File: src/rtl/bmem_arbiter_if.sv
// -----------------------------------------------------------------------------
// bmem_arbiter_if
// Bundles the cache-side dfp handshake of all requesters and the shared 64-bit
// burst memory (bmem) port into one interface.
//   slave  : arbiter view (consumes requests and bmem returns, drives commands)
//   master : environment view (requesters plus memory model)
// Signals:
//   req_addr   [NUM_REQ*32]   line address per requester, slice r = [32r+:32]
//   req_read   [NUM_REQ]      read request, held until resp
//   req_write  [NUM_REQ]      write request, held until resp
//   req_wdata  [NUM_REQ*256]  write line per requester
//   req_rdata  [NUM_REQ*256]  assembled read line, valid while resp[r] is high
//   req_resp   [NUM_REQ]      one-cycle completion pulse
//   bmem_addr/read/write/wdata  command / write-beat channel to memory
//   bmem_ready                  memory accepts the command or beat this cycle
//   bmem_raddr/rdata/rvalid     tagged read-return channel from memory
// -----------------------------------------------------------------------------
interface bmem_arbiter_if #(
  parameter int NUM_REQ = 2
);
  logic [NUM_REQ*32-1:0]  req_addr;
  logic [NUM_REQ-1:0]     req_read;
  logic [NUM_REQ-1:0]     req_write;
  logic [NUM_REQ*256-1:0] req_wdata;
  logic [NUM_REQ*256-1:0] req_rdata;
  logic [NUM_REQ-1:0]     req_resp;

  logic [31:0]            bmem_addr;
  logic                   bmem_read;
  logic                   bmem_write;
  logic [63:0]            bmem_wdata;
  logic                   bmem_ready;
  logic [31:0]            bmem_raddr;
  logic [63:0]            bmem_rdata;
  logic                   bmem_rvalid;

  modport slave (
    input  req_addr, req_read, req_write, req_wdata,
    output req_rdata, req_resp,
    output bmem_addr, bmem_read, bmem_write, bmem_wdata,
    input  bmem_ready, bmem_raddr, bmem_rdata, bmem_rvalid
  );

  modport master (
    output req_addr, req_read, req_write, req_wdata,
    input  req_rdata, req_resp,
    input  bmem_addr, bmem_read, bmem_write, bmem_wdata,
    output bmem_ready, bmem_raddr, bmem_rdata, bmem_rvalid
  );
endinterface

File: src/rtl/bmem_arbiter.sv
// -----------------------------------------------------------------------------
// bmem_arbiter
// Round-robin sharing of the single 64-bit burst memory port among NUM_REQ
// cacheline requesters (0 = icache, 1 = dcache, 2+ = others). Reads are issued
// as single-cycle commands with one outstanding read per requester; returned
// beats are matched by bmem_raddr and reassembled into a 256-bit line. Writes
// are serialized as 4-beat bursts.
// Ports:
//   clk        clock
//   rst        synchronous active-high reset
//   bus        bmem_arbiter_if.slave (requester handshake + bmem port)
// Optional (macro BMEM_ARB_PERF_EN):
//   perf_rd_issue [NUM_REQ*32]  read commands accepted per requester
//   perf_wr_issue [NUM_REQ*32]  write bursts completed per requester
//   perf_stall    [32]          cycles with an eligible but unserved requester
//   All counters saturate and clear on rst.
// -----------------------------------------------------------------------------
module bmem_arbiter #(
  parameter int NUM_REQ = 2,
  parameter int BEATS   = 4
) (
  input  logic                  clk,
  input  logic                  rst,
`ifdef BMEM_ARB_PERF_EN
  output logic [NUM_REQ*32-1:0] perf_rd_issue,
  output logic [NUM_REQ*32-1:0] perf_wr_issue,
  output logic [31:0]           perf_stall,
`endif
  bmem_arbiter_if.slave         bus
);

  localparam int IDX_W = (NUM_REQ > 1) ? $clog2(NUM_REQ) : 1;
  localparam logic [1:0] LAST_BEAT = 2'(BEATS - 1);

  typedef enum logic [1:0] {ST_FREE, ST_RD_WAIT, ST_DONE} req_st_e;
  typedef enum logic       {S_IDLE, S_WRITE}              fsm_e;

  // Per-requester read tracking
  req_st_e          r_status [NUM_REQ];
  logic [31:0]      r_addr   [NUM_REQ];
  logic [1:0]       r_cnt    [NUM_REQ];
  logic [255:0]     r_line   [NUM_REQ];

  // Arbitration / write burst state
  fsm_e             r_state, w_state_nx;
  logic [IDX_W-1:0] r_rr_ptr, r_hold_idx, r_wr_idx;
  logic             r_hold_vld;
  logic [1:0]       r_beat;
  logic [31:0]      r_waddr;
  logic [255:0]     r_wdata;

  logic [NUM_REQ-1:0] w_addr_busy, w_elig, w_match;
  logic [IDX_W-1:0]   w_win_idx;
  logic               w_win_vld, w_win_is_wr;
  logic               w_accept_rd, w_accept_wr, w_last_beat;

  // A read may not share its tag with any in-flight read, otherwise returning
  // beats could not be attributed to one entry.
  always_comb begin
    w_addr_busy = '0;
    w_elig      = '0;
    for (int r = 0; r < NUM_REQ; r++) begin
      for (int k = 0; k < NUM_REQ; k++) begin
        if (r_status[k] == ST_RD_WAIT && r_addr[k] == bus.req_addr[32*r +: 32])
          w_addr_busy[r] = 1'b1;
      end
      if (!rst && r_status[r] == ST_FREE)
        w_elig[r] = bus.req_write[r] || (bus.req_read[r] && !w_addr_busy[r]);
    end
  end

  // Winner selection: a requester stalled by bmem_ready keeps the grant;
  // otherwise search round-robin starting after the last accepted winner.
  always_comb begin
    w_win_vld = 1'b0;
    w_win_idx = '0;
    if (r_hold_vld && w_elig[r_hold_idx]) begin
      w_win_vld = 1'b1;
      w_win_idx = r_hold_idx;
    end else begin
      for (int i = 1; i <= NUM_REQ; i++) begin
        if (!w_win_vld && w_elig[(int'(r_rr_ptr) + i) % NUM_REQ]) begin
          w_win_vld = 1'b1;
          w_win_idx = IDX_W'((int'(r_rr_ptr) + i) % NUM_REQ);
        end
      end
    end
    w_win_is_wr = bus.req_write[w_win_idx];
  end

  // NOTE: every output of this block gets a default first so no path leaves a
  // variable unassigned, which would otherwise infer a latch.
  always_comb begin
    w_state_nx      = r_state;
    w_accept_rd     = 1'b0;
    w_accept_wr     = 1'b0;
    bus.bmem_read   = 1'b0;
    bus.bmem_write  = 1'b0;
    bus.bmem_addr   = r_waddr;
    bus.bmem_wdata  = r_wdata[64*r_beat +: 64];
    unique case (r_state)
      S_IDLE: begin
        if (w_win_vld) begin
          bus.bmem_addr = bus.req_addr[32*w_win_idx +: 32];
          if (w_win_is_wr) begin
            bus.bmem_write = 1'b1;
            bus.bmem_wdata = bus.req_wdata[256*w_win_idx +: 64];
            if (bus.bmem_ready) begin
              w_accept_wr = 1'b1;
              w_state_nx  = S_WRITE;
            end
          end else begin
            bus.bmem_read = 1'b1;
            w_accept_rd   = bus.bmem_ready;
          end
        end
      end
      S_WRITE: begin
        bus.bmem_write = 1'b1;
        if (bus.bmem_ready && r_beat == LAST_BEAT)
          w_state_nx = S_IDLE;
      end
      default: w_state_nx = S_IDLE;
    endcase
  end

  assign w_last_beat = (r_state == S_WRITE) && bus.bmem_ready && (r_beat == LAST_BEAT);

  // Beat capture runs regardless of FSM state, so returns overlap write bursts.
  always_comb begin
    w_match = '0;
    for (int r = 0; r < NUM_REQ; r++)
      w_match[r] = !rst && bus.bmem_rvalid && r_status[r] == ST_RD_WAIT &&
                   r_addr[r] == bus.bmem_raddr;
  end

  // NOTE: state uses non-blocking assignments so every register samples the
  // pre-edge values; later assignments to the same element in this block win.
  always_ff @(posedge clk) begin
    if (rst) begin
      r_state    <= S_IDLE;
      r_rr_ptr   <= '0;
      r_hold_vld <= 1'b0;
      r_hold_idx <= '0;
      r_wr_idx   <= '0;
      r_beat     <= '0;
      for (int r = 0; r < NUM_REQ; r++) r_status[r] <= ST_FREE;
    end else begin
      r_state    <= w_state_nx;
      r_hold_vld <= (r_state == S_IDLE) && w_win_vld && !bus.bmem_ready;
      r_hold_idx <= w_win_idx;
      if (w_accept_rd || w_accept_wr) r_rr_ptr <= w_win_idx;

      if (w_accept_wr) begin
        r_wr_idx <= w_win_idx;
        r_beat   <= 2'd1;
      end else if (r_state == S_WRITE && bus.bmem_ready) begin
        r_beat   <= r_beat + 2'd1;
      end

      for (int r = 0; r < NUM_REQ; r++) begin
        case (r_status[r])
          ST_DONE:    r_status[r] <= ST_FREE;
          ST_RD_WAIT: if (w_match[r] && r_cnt[r] == LAST_BEAT) r_status[r] <= ST_DONE;
          default:    ;
        endcase
      end
      if (w_accept_rd) r_status[w_win_idx] <= ST_RD_WAIT;
      // A finished writer reuses DONE for its resp pulse; this also keeps it
      // ineligible while its request is still high during that cycle.
      if (w_last_beat) r_status[r_wr_idx] <= ST_DONE;
    end
  end

  // NOTE: line buffers, tags and write data carry no reset; r_status gates
  // every use of them, and the line is cleared when its read is issued.
  always_ff @(posedge clk) begin
    for (int r = 0; r < NUM_REQ; r++) begin
      if (w_match[r]) begin
        r_line[r][64*r_cnt[r] +: 64] <= r_line[r][64*r_cnt[r] +: 64] | bus.bmem_rdata;
        r_cnt[r]                     <= r_cnt[r] + 2'd1;
      end
    end
    if (w_accept_rd) begin
      r_addr[w_win_idx] <= bus.req_addr[32*w_win_idx +: 32];
      r_cnt[w_win_idx]  <= '0;
      r_line[w_win_idx] <= '0;
    end
    if (w_accept_wr) begin
      r_waddr <= bus.req_addr[32*w_win_idx +: 32];
      r_wdata <= bus.req_wdata[256*w_win_idx +: 256];
    end
  end

  always_comb begin
    bus.req_resp  = '0;
    bus.req_rdata = '0;
    for (int r = 0; r < NUM_REQ; r++) begin
      bus.req_resp[r]              = (r_status[r] == ST_DONE);
      bus.req_rdata[256*r +: 256]  = r_line[r];
    end
  end

  // Protocol checks
  always_ff @(posedge clk) begin
    if (!rst) begin
      for (int r = 0; r < NUM_REQ; r++)
        assert (!(bus.req_read[r] && bus.req_write[r]));
      if (bus.bmem_rvalid)
        assert (|w_match);
    end
  end

`ifdef BMEM_ARB_PERF_EN
  logic [31:0] r_perf_rd [NUM_REQ];
  logic [31:0] r_perf_wr [NUM_REQ];
  logic [31:0] r_perf_stall;

  always_ff @(posedge clk) begin
    if (rst) begin
      r_perf_stall <= '0;
      for (int r = 0; r < NUM_REQ; r++) begin
        r_perf_rd[r] <= '0;
        r_perf_wr[r] <= '0;
      end
    end else begin
      if (w_accept_rd && r_perf_rd[w_win_idx] != '1)
        r_perf_rd[w_win_idx] <= r_perf_rd[w_win_idx] + 32'd1;
      if (w_last_beat && r_perf_wr[r_wr_idx] != '1)
        r_perf_wr[r_wr_idx] <= r_perf_wr[r_wr_idx] + 32'd1;
      if (|w_elig && !(w_accept_rd || w_accept_wr) && r_perf_stall != '1)
        r_perf_stall <= r_perf_stall + 32'd1;
    end
  end

  always_comb begin
    perf_rd_issue = '0;
    perf_wr_issue = '0;
    for (int r = 0; r < NUM_REQ; r++) begin
      perf_rd_issue[32*r +: 32] = r_perf_rd[r];
      perf_wr_issue[32*r +: 32] = r_perf_wr[r];
    end
  end
  assign perf_stall = r_perf_stall;
`endif

endmodule
File: src/flat_wrapper.sv
// flat-port wrapper written by rule: the top's interface ports become plain ports
module bmem_arbiter_flat 
#(
  parameter int NUM_REQ = 2,
  parameter int BEATS   = 4
)
  (clk, rst, bus_req_addr, bus_req_read, bus_req_write, bus_req_wdata, bus_req_rdata, bus_req_resp, bus_bmem_addr, bus_bmem_read, bus_bmem_write, bus_bmem_wdata, bus_bmem_ready, bus_bmem_raddr, bus_bmem_rdata, bus_bmem_rvalid);
  bmem_arbiter_if #(.NUM_REQ(NUM_REQ)) bus_i ();
  input  logic clk;
  input  logic rst;
  input wire logic [$bits(bus_i.req_addr)-1:0] bus_req_addr;
  input wire logic [$bits(bus_i.req_read)-1:0] bus_req_read;
  input wire logic [$bits(bus_i.req_write)-1:0] bus_req_write;
  input wire logic [$bits(bus_i.req_wdata)-1:0] bus_req_wdata;
  output wire logic [$bits(bus_i.req_rdata)-1:0] bus_req_rdata;
  output wire logic [$bits(bus_i.req_resp)-1:0] bus_req_resp;
  output wire logic [$bits(bus_i.bmem_addr)-1:0] bus_bmem_addr;
  output wire logic [$bits(bus_i.bmem_read)-1:0] bus_bmem_read;
  output wire logic [$bits(bus_i.bmem_write)-1:0] bus_bmem_write;
  output wire logic [$bits(bus_i.bmem_wdata)-1:0] bus_bmem_wdata;
  input wire logic [$bits(bus_i.bmem_ready)-1:0] bus_bmem_ready;
  input wire logic [$bits(bus_i.bmem_raddr)-1:0] bus_bmem_raddr;
  input wire logic [$bits(bus_i.bmem_rdata)-1:0] bus_bmem_rdata;
  input wire logic [$bits(bus_i.bmem_rvalid)-1:0] bus_bmem_rvalid;
  assign bus_i.req_addr = bus_req_addr;
  assign bus_i.req_read = bus_req_read;
  assign bus_i.req_write = bus_req_write;
  assign bus_i.req_wdata = bus_req_wdata;
  assign bus_req_rdata = bus_i.req_rdata;
  assign bus_req_resp = bus_i.req_resp;
  assign bus_bmem_addr = bus_i.bmem_addr;
  assign bus_bmem_read = bus_i.bmem_read;
  assign bus_bmem_write = bus_i.bmem_write;
  assign bus_bmem_wdata = bus_i.bmem_wdata;
  assign bus_i.bmem_ready = bus_bmem_ready;
  assign bus_i.bmem_raddr = bus_bmem_raddr;
  assign bus_i.bmem_rdata = bus_bmem_rdata;
  assign bus_i.bmem_rvalid = bus_bmem_rvalid;
  bmem_arbiter #(.NUM_REQ(NUM_REQ), .BEATS(BEATS)) u_core (.clk(clk), .rst(rst), .bus(bus_i));
endmodule
File: config.mk
export PLATFORM = sky130hd
export DESIGN_NAME = bmem_arbiter_flat
export DESIGN_NICKNAME = d
export VERILOG_FILES = /design/src/rtl/bmem_arbiter_if.sv /design/src/rtl/bmem_arbiter.sv /design/src/flat_wrapper.sv
export SDC_FILE = /design/constraint.sdc
export NUM_CORES = 2
export LEC_CHECK = 0
export ABC_CLOCK_PERIOD_IN_PS = 15030
export BUFFER_PORTS_ARGS = -buffer_cell sky130_fd_sc_hd__buf_2
export CAP_MARGIN = 20
export CORE_AREA = 2 2 507 509
export DETAILED_ROUTE_END_ITERATION = 8
export DIE_AREA = 0 0 509 511
export SYNTH_ARGS = -nofsm -noshare
export SYNTH_HDL_FRONTEND = slang
export SYNTH_SLANG_ARGS = --single-unit
File: constraint.sdc
create_clock -name clk -period 15.03 [get_ports clk]
set_input_delay 0 -clock clk [delete_from_list [all_inputs] [get_ports clk]]
set_output_delay 0 -clock clk [all_outputs]
set_load 0.05 [all_outputs]
==> results.md <==
- Wire length of the first global-routing pass: 329600 um
- Hold Crit Start: bus_req_wdata[221]
- Via count normalized by instance count: 4.476
- Placed cell count: 8411
- Internal power component: 0.004469 W
- Unique masters post-synth: 47
- Pwr/cell area: 102.3 nW/um^2
- NetSw: 0.001877 W
- Overall overflow remaining after global route: 0
- Number of failing hold endpoints at the final stage: 0
- Total Routed Length: 248000 um
- Initial antenna violation count: 122
- Most used cell, CP: sky130_fd_sc_hd__buf_4
- Crit-path max cell delay: 0.94 ns
- Post-synth EDFFs: 356
- Cell count after synthesis: 4033
- Remaining design rule violation count: 0
- Critical path start-end classification: flip-flop to flip-flop
- Slew Viols, Final: 0
- Number of endpoints failing setup at the final stage: 0
- Kind of cell adding the most delay to the critical path: buffers and inverters
- Number of clock sinks seen by CTS: 879
- Logic depth of the worst path, buffers included: 11
- Clock-pin slew on the worst setup and hold paths: 0.06 ns
- Number of input and output port buffers inserted: 1291
- Post-synth design cell area: 41130 um^2
- Post-synth top area share: 25.99%
- Switching part of the total power: 29.58%
- Die height: 511 um
- Number of buffers created by CTS: 103
- Area enclosed by the die boundary: 260100 um^2
- Max frequency: 158.6 MHz
- Count leader, synth: sky130_fd_sc_hd__nor2_1
- Post-synth top cells: sky130_fd_sc_hd__nor2_1, sky130_fd_sc_hd__dfxtp_1, sky130_fd_sc_hd__nor3_1, sky130_fd_sc_hd__a21oi_1, sky130_fd_sc_hd__edfxtp_1
- Maximum number of pins on one net before global-route repair: 179
- Count of standard-cell rows: 186
- Cell leakage power: 25.64 nW
- Clk root buf: sky130_fd_sc_hd__clkbuf_16
- Number of cells on the worst reg-to-reg path: 11
- Growth of design area from synthesis to finish: 50.88%
- Result of the run: complete, no violations
- Worst min path class: primary input to flip-flop
- Nets: 6544
- Layout cell share with drive strength beyond 1: 32.36%
- Reg-to-reg slack, setup: 8.72 ns
- Part of the Yosys area used for sequential elements: 51.45%
- Post-detailed-placement half-perimeter wirelength: 184300 um
- CP Cell Sequence: xor2_1, nor4_1, nand2_1, or4_4, o211ai_4, buf_4, inv_4, nor4_4, buf_4, buf_4, nor2_1
- Total iterations of the first detailed-routing run: 6
- Via total after detailed routing: 42330
- Max capacitance violation total: 0
- Count of placed standard cells in the final layout, fillers left out: 9457
- Clock power frac: 41.7%
- Highest net fanout along the worst path: 101
- Total global routing track utilization: 18.06%
- Category of the worst setup path launch point: flip-flop
- Most frequently used flop master after synthesis: sky130_fd_sc_hd__dfxtp_1
- Final hold slack: 0.09566 ns
- Final-layout setup total negative slack: 0 ns
- Unrepaired setup endpoints after global routing: false
- X dimension of the die: 509 um
- Final Cycle Share: 41.96%
- Initial core utilization: 16.11%
- Total chip power: 0.006346 W
- Clk Latency, worst-skew pair: 0.76 ns
- Clock skew: 0.04224 ns
- Worst EP required: 15.60 ns
- Kind of end point of the critical path: flip-flop
- Combinational Power Share: 17.5%
- Final worst path period need: 6.306 ns
- Boundary Pins: 1292
- Sequential cell fraction of total power: 40.7%
- Resized Gates After CTS: 0
- Share of synthesized flip-flops with an asynchronous set or reset: 0%
- Worst supply voltage drop on vdd: 0.07836 mV
- Number of nets with antenna violations after routing: 0
- Number of buffers on the longest clock path: 3
- Worst setup path endpoint: u_core.r_line[0][58]$_SDFFE_PP0P_
- CTS tree: built
- Remaining max-slew budget at the tightest pin: 18.39%
- Worst setup path start: u_core.r_addr[0][25]$_DFFE_PP_
- Core area: 255300 um^2
- Starting DRT DRC Count: 4639
- Post-synthesis average cell area: 10.20 um^2
- Final weighted congestion in routability-driven placement: 0.9618
- Register bit count reported by yosys: 879
- Post-synthesis cell type with the largest combined area: sky130_fd_sc_hd__edfxtp_1
- Top post-synthesis cells by area: sky130_fd_sc_hd__edfxtp_1, sky130_fd_sc_hd__dfxtp_1, sky130_fd_sc_hd__mux4_2
- Pin slew with the least headroom to its limit: 1.224 ns
- Number of setup buffers added after CTS: 0
- Via count of the first global-routing pass: 40770
- CTS H-tree depth: 3
- Count of buffer and inverter cells on the critical path: 4
- Synthesized Nets: 4724
- Capturing point of the worst reg2reg path: u_core.r_line[0][58]$_SDFFE_PP0P_
- Number of warning messages in the yosys log: 0
- Drt wl/cell: 26.22 um
- Core occupancy in the finished layout: 24.31%
- Reg-to-Reg Start: u_core.r_addr[0][25]$_DFFE_PP_
- Crit path arrival time: 6.88 ns
- Slowest library cell on the worst path: sky130_fd_sc_hd__buf_4
## stage by stage
stage,cell area [um^2],setup WS (ns)
final,62060,8.724
after global routing,61970,8.517
after CTS,61680,8.819
after detailed placement,50990,8.820
after global placement,50990,8.913
after floorplan,41130,4.724
## worst reg2reg max path: stages, from the launching register on
cell,delay [ns]
sky130_fd_sc_hd__edfxtp_1,0.43
sky130_fd_sc_hd__xor2_1,0.19
sky130_fd_sc_hd__nor4_1,0.89
sky130_fd_sc_hd__nand2_1,0.11
sky130_fd_sc_hd__or4_4,0.57
sky130_fd_sc_hd__o211ai_4,0.10
sky130_fd_sc_hd__buf_4,0.82
sky130_fd_sc_hd__inv_4,0.47
sky130_fd_sc_hd__nor4_4,0.55
sky130_fd_sc_hd__buf_4,0.67
sky130_fd_sc_hd__buf_4,1.13
sky130_fd_sc_hd__nor2_1,0.21
## layout by cell type (no fill, tap or decap), drive strengths merged, types with 139 or more instances in the layout
| master | instances |
|---|---|
| a21oi | 516 |
| buf | 1334 |
| clkbuf | 142 |
| dfxtp | 523 |
| diode | 139 |
| dlygate4sd3 | 720 |
| edfxtp | 356 |
| mux2 | 197 |
| mux4 | 192 |
| nand2 | 297 |
| nor2 | 685 |
| nor3 | 522 |
## power by group through the flow
| stage | logic [W] | clock network [W] | registers [W] |
|---|---|---|---|
| floorplan | 0.000522 | 0 | 0.00260 |
| global placement | 0.000893 | 0 | 0.00264 |
| detailed placement | 0.000897 | 0 | 0.00264 |
| CTS | 0.00110 | 0.00271 | 0.00259 |
| global route | 0.00115 | 0.00279 | 0.00259 |
| finish | 0.00111 | 0.00265 | 0.00258 |
## flip-flops by register name, indices dropped and copies added, names as in the netlist
register	cells
u_core.r_addr	64
u_core.r_beat	2
u_core.r_cnt	4
u_core.r_hold_idx	1
u_core.r_hold_vld	1
u_core.r_line	512
u_core.r_rr_ptr	1
u_core.r_state	1
u_core.r_status	4
u_core.r_waddr	32
u_core.r_wdata	256
u_core.r_wr_idx	1
## worst min path at each step
stage | depth (start not counted) | slack (ns) | end
2_1_floorplan | 2 | 0.17 | u_core.r_wdata[0]$_DFFE_PP_
3_3_place_gp | 3 | 0.28 | u_core.r_wdata[7]$_DFFE_PP_
3_5_place_dp | 3 | 0.28 | u_core.r_wdata[56]$_DFFE_PP_
4_1_cts | 3 | 0.0003 | u_core.r_wdata[221]$_DFFE_PP_
5_1_grt | 3 | 0.05 | u_core.r_wdata[195]$_DFFE_PP_
6_report | 3 | 0.1 | u_core.r_wdata[221]$_DFFE_PP_
## cell families (layout without fill, tap and decap cells)
group,after synthesis,count (layout),synth area share [%]
adder cells (fa/ha/maj),11,11,0.3346
flip-flops,879,879,51.45
AO/OA/AOI/OAI,696,696,9.661
XOR/XNOR,123,123,2.619
multiplexers,390,390,15.93
other,0,139,0
AND/OR/NAND/NOR,1580,1580,16.55
buffers and inverters,354,2255,3.459
## metal layers
layer  global-route usage [%]  share of wire [%]  vias to the layer above
li1                         -                  -                    18380
met3                    6.363                 11                      637
met1                    18.61                 34                    20550
met2                    28.98                 46                     2722
met4                    15.87                 10                       52
met5                        0               0.13                        -
## area by class of cell
type	count	area (um^2)
multi-input cells	2800	18700
repair buffers	2054	14050
well taps	3384	4234
diodes	139	347.8
flip-flops and latches	879	21180
clock buffers	142	2924
fillers	27210	193200
clock inverters	44	560.5
inverters	15	58.81
## timing repair
action	4_1_cts	5_1_grt
setup endpoints to repair	0	0
hold buffers	720	0
endpoints found under the hold margin	848	0
Note: power is estimated with default switching activity, not from simulation.
